[src/rtl/booth_mul_seq.sv]
// Sequential radix-2 Booth multiplier. It performs one Booth step per clock.
// Optional feature macro: BOOTH_UNSIGNED_EN. When it is defined, the block adds
// a tc port. The operands are then widened by one bit (sign- or zero-extended),
// so one datapath handles both signed and unsigned multiplies.
module booth_mul_seq #(
  parameter int unsigned WIDTH = 8
) (
  input  logic                 clk,
  input  logic                 rst_n,
  input  logic                 start,
  input  logic [WIDTH-1:0]     mc,
  input  logic [WIDTH-1:0]     mp,
`ifdef BOOTH_UNSIGNED_EN
  input  logic                 tc,
`endif
  output logic [2*WIDTH-1:0]   prod,
  output logic                 busy,
  output logic                 done
);

`ifdef BOOTH_UNSIGNED_EN
  localparam int unsigned OW = WIDTH + 1;
`else
  localparam int unsigned OW = WIDTH;
`endif
  localparam int unsigned ITER = OW;
  localparam int unsigned CW   = $clog2(ITER + 1);

  typedef enum logic [1:0] {StIdle, StCalc, StDone} state_e;

  state_e              state_q, state_d;
  logic [OW-1:0]       a_q, a_d;
  logic [OW-1:0]       m_q, m_d;
  logic [OW-1:0]       q_q, q_d;
  logic                q_1_q, q_1_d;
  logic [CW-1:0]       count_q, count_d;
  logic [2*WIDTH-1:0]  prod_q, prod_d;

  logic [OW-1:0]       mc_ext, mp_ext;
  logic [OW:0]         sum;
  logic [OW-1:0]       a_step, q_step;
  logic [2*OW-1:0]     full_step;

  // Operand extension. The tc value is captured here, in the loaded operands.
  always_comb begin
`ifdef BOOTH_UNSIGNED_EN
    mc_ext = {tc & mc[WIDTH-1], mc};
    mp_ext = {tc & mp[WIDTH-1], mp};
`else
    mc_ext = mc;
    mp_ext = mp;
`endif
  end

  // One Booth step. The add is one bit wider so the shifted-in bit is the true sign.
  always_comb begin
    case ({q_q[0], q_1_q})
      2'b01:   sum = {a_q[OW-1], a_q} + {m_q[OW-1], m_q};
      2'b10:   sum = {a_q[OW-1], a_q} - {m_q[OW-1], m_q};
      default: sum = {a_q[OW-1], a_q};
    endcase
    a_step    = sum[OW:1];
    q_step    = {sum[0], q_q[OW-1:1]};
    full_step = {a_step, q_step};
  end

  // Next-state logic for the FSM and the datapath, plus the status outputs.
  always_comb begin
    state_d = state_q;
    a_d     = a_q;
    m_d     = m_q;
    q_d     = q_q;
    q_1_d   = q_1_q;
    count_d = count_q;
    prod_d  = prod_q;
    busy    = (state_q == StCalc);
    done    = (state_q == StDone);
    case (state_q)
      StIdle, StDone: begin
        if (start) begin
          a_d     = '0;
          m_d     = mc_ext;
          q_d     = mp_ext;
          q_1_d   = 1'b0;
          count_d = CW'(ITER);
          state_d = StCalc;
        end else begin
          state_d = StIdle;
        end
      end
      StCalc: begin
        a_d     = a_step;
        q_d     = q_step;
        q_1_d   = q_q[0];
        count_d = count_q - CW'(1);
        if (count_q == CW'(1)) begin
          prod_d  = full_step[2*WIDTH-1:0];
          state_d = StDone;
        end
      end
      default: state_d = StIdle;
    endcase
  end

  // State registers, with asynchronous clear.
  always_ff @(posedge clk or negedge rst_n) begin
    if (!rst_n) begin
      state_q <= StIdle;
      a_q     <= '0;
      m_q     <= '0;
      q_q     <= '0;
      q_1_q   <= 1'b0;
      count_q <= '0;
      prod_q  <= '0;
    end else begin
      state_q <= state_d;
      a_q     <= a_d;
      m_q     <= m_d;
      q_q     <= q_d;
      q_1_q   <= q_1_d;
      count_q <= count_d;
      prod_q  <= prod_d;
    end
  end

  assign prod = prod_q;

endmodule

[config.mk]
export PLATFORM = sky130hd
export DESIGN_NAME = booth_mul_seq
export DESIGN_NICKNAME = d
export VERILOG_FILES = /design/src/rtl/booth_mul_seq.sv
export SDC_FILE = /design/constraint.sdc
export NUM_CORES = 1
export LEC_CHECK = 0
export ABC_AREA = 1
export ABC_CLOCK_PERIOD_IN_PS = 6200
export BUFFER_PORTS_ARGS = -buffer_cell sky130_fd_sc_hd__buf_2
export CORE_MARGIN = 2
export CORE_UTILIZATION = 60
export CTS_CLUSTER_SIZE = 30
export DETAILED_ROUTE_END_ITERATION = 8
export GPL_TIMING_DRIVEN = 1
export PLACE_DENSITY_LB_ADDON = 0.08
export SYNTH_ARGS = -nofsm -noshare
export SYNTH_HDL_FRONTEND = slang
export SYNTH_SLANG_ARGS = --single-unit
[constraint.sdc]
create_clock -name clk -period 6.2 [get_ports clk]
set_clock_uncertainty 0.05 [all_clocks]
set_input_delay 1.24 -clock clk [delete_from_list [all_inputs] [get_ports clk]]
set_output_delay 1.24 -clock clk [all_outputs]
set_load 0.02 [all_outputs]
==> results.txt <==
Status: complete, no violations
Worst endpoint data arrival time: 2.79 ns
Yosys warning count: 0
Fin. Hold Viols: 0
WHS Endpoint: prod[10]$_DFFE_PN0P_
Total track usage: 23.9%
Min Tclk post-route: 2.63 ns
Syn Inst Count: 314
Port bufs: 36
Fmax: 0.380 GHz
Worst rel slew slack: 33.3%
Clk slew on worst S/H paths: 0.09 ns
Kind of critical path: register to register
Number of buffers created by CTS: 5
Clk sinks: 47
DR iter-0 viols: 109
Yosys cell types: 32
Post-DP HPWL: 3.65 mm
Hold path depth: 2
RSZ-0062 raised after global routing: no
Post-synthesis net count: 346
R2r setup slk: 3.57 ns
Via Count: 2141
CTS H-tree lvls: 2
Largest net degree at the start of global routing: 48
Hold-fix buffers, CTS: 0
Sequential cell area fraction in the yosys report: 45.4%
First-pass GRT wire length: 9.21 mm
CP startpoint kind: register
Nets: 382
Most frequent cells in the layout: nand2_1, dfrtp_1, inv_1
Worst-margin pin slew: 1.00 ns
Initial cell density of the core: 63.4%
Clock latency at the later pin of the worst-skew pair: 0.31 ns
Initial antenna violation count: 0
Max clock buf depth: 2
Global route total overflow: 0
TNS Setup: 0 ns
Slowest stage delay, CP: 0.38 ns
FF-to-FF End: a_q[7]$_DFFE_PN0P_
Residual DRC count: 0
Mean area per synthesized cell: 8.25 sq um
Yosys reg bits: 47
Root Driver: clkbuf_8
Site Rows: 23
Detailed Route WL: 5.04 mm
CP max FO: 5
Gpl congestion: 0.867
DIE WIDTH: 69.7 um
Crit. End Element: register
Slowest stage cell, crit path: dfrtp_1
Die Ht: 69.7 um
Maxcap violations: 0
Postcts setup bufs: 0
Reg2Reg Launch Point: m_q[0]$_DFFE_PN0P_
IO Count: 37
CTS tree: yes
Core area: 4090 sq um
Hold Crit Class: register to register
Commonest non-fill, non-tap cell in the layout: nand2_1
CP most frequent cell: nand2_1
CP Cell Sequence: inv_1, ha_1, inv_1, nor2_1, nand2_1, o31ai_1, xnor2_1, inv_1, ha_1, nand2_1, inv_1, a21oi_1, nand2_1, nand2_1, nand3_1, nand2_1, nand2_1, nand2_1, nand2_1
Post-Syn Area: 2590 sq um
Vias in the first global route: 2121
Antenna Cells: 0
Antenna-violating nets left: 0
Post_cts resized: 0
Layout cell share with drive strength beyond 1: 18.8%
Final Max Tran Viols: 0
Final period utilization: 42.5%
Final setup fails: 0
Hold Path Origin: prod[10]$_DFFE_PN0P_
Vias per cell: 5.34
Critical path required time: 6.36 ns
DR WL/cell: 12.6 um
Die ar.: 4860 sq um
R2R depth: 19
TritonRoute pass-1 iters: 6
Syn-to-layout area delta: 11.9%
## state kept, by name (all words and copies together) (netlist names)
register,count
prod,16
a_q,8
m_q,8
q_q,8
count_q,4
state_q,2
q_1_q,1
## synth_stat cells, drive strengths merged
library cell / number / area, sq um
o21ai: 27 / 165
o31ai: 1 / 7.51
clkinv: 1 / 3.75
or2: 2 / 12.5
xnor2: 4 / 35.0
buf: 7 / 47.5
nand2: 110 / 433
o211ai: 1 / 7.51
nor3: 1 / 5.00
xor2: 4 / 35.0
a22o: 1 / 8.76
o221ai: 7 / 61.3
inv: 45 / 174
a21oi: 7 / 35.0
o22ai: 4 / 25.0
fa: 1 / 20.0
o21a: 1 / 7.51
nand3: 12 / 60.1
ha: 12 / 150
dfrtp: 47 / 1180
nand3b: 1 / 7.51
or3: 1 / 6.26
nor2: 13 / 81.3
nand4: 3 / 18.8
a31oi: 1 / 6.26
## per-layer routing
| metal | part of all wire, % | track usage [%] | up-vias |
|---|---|---|---|
| li1 | - | - | 1084 |
| met1 | 50 | 30.8 | 997 |
| met2 | 44 | 40.1 | 51 |
| met3 | 4.3 | 4.65 | 9 |
| met4 | 1.9 | 8.76 | 0 |
| met5 | 0 | 0 | - |
## metrics by stage
stage / hold slack, ns / utilization, % / area [sq um] / setup WS (ns) / cells
global placement: 0.402 / 68.2 / 2790 / 3.67 / 393
detailed placement: 0.415 / 68.2 / 2790 / 3.58 / 393
global route: 0.457 / 70.9 / 2900 / 3.17 / 401
finish: 0.433 / 70.9 / 2900 / 3.57 / 401
floorplan: 0.396 / - / 2590 / 3.78 / 314
CTS: 0.433 / 70.9 / 2900 / 3.56 / 401
## layout make-up
| type | count | area [sq um] |
|---|---|---|
| clock buffers | 5 | 68.8 |
| clock inverters | 3 | 43.8 |
| fillers | 340 | 1190 |
| inverters | 46 | 178 |
| multi-input cells | 214 | 1190 |
| flip-flops and latches | 47 | 1180 |
| well taps | 50 | 62.6 |
| repair buffers | 36 | 180 |
## critical path, delay by kind of cell, from the launching register on
family,cells,cell delay (ns)
and+or+nand+nor,10,0.79
adders and majority gates,2,0.51
buffers and inverters,4,0.23
AOI/OAI and AO/OA,2,0.41
xor gates and xnor gates,1,0.15
DFF,1,0.38
## cell families after synthesis
group | Yosys count | share of synthesized area (%)
AO/OA/AOI/OAI | 50 | 12.5
XOR/XNOR | 8 | 2.71
buffers and inverters | 53 | 8.70
AND/OR/NAND/NOR | 143 | 24.1
adder cells (fa/ha/maj) | 13 | 6.57
flip-flops | 47 | 45.4
## how the worst max path moves through the flow
| stage | start | cells past startpoint | slack [ns] | endpoint |
|---|---|---|---|---|
| 5_1_grt | m_q[0]$_DFFE_PN0P_ | 19 | 3.17 | a_q[7]$_DFFE_PN0P_ |
| 6_report | m_q[0]$_DFFE_PN0P_ | 19 | 3.57 | a_q[7]$_DFFE_PN0P_ |
| 3_3_place_gp | m_q[0]$_DFFE_PN0P_ | 19 | 3.67 | prod[15]$_DFFE_PN0P_ |
| 4_1_cts | m_q[0]$_DFFE_PN0P_ | 19 | 3.56 | a_q[7]$_DFFE_PN0P_ |
| 2_1_floorplan | m_q[0]$_DFFE_PN0P_ | 19 | 3.78 | a_q[7]$_DFFE_PN0P_ |
| 3_5_place_dp | m_q[0]$_DFFE_PN0P_ | 19 | 3.58 | a_q[7]$_DFFE_PN0P_ |
Power is not shown: default switching activity piles up to over one toggle a cycle in this logic, so the estimate is an artifact.
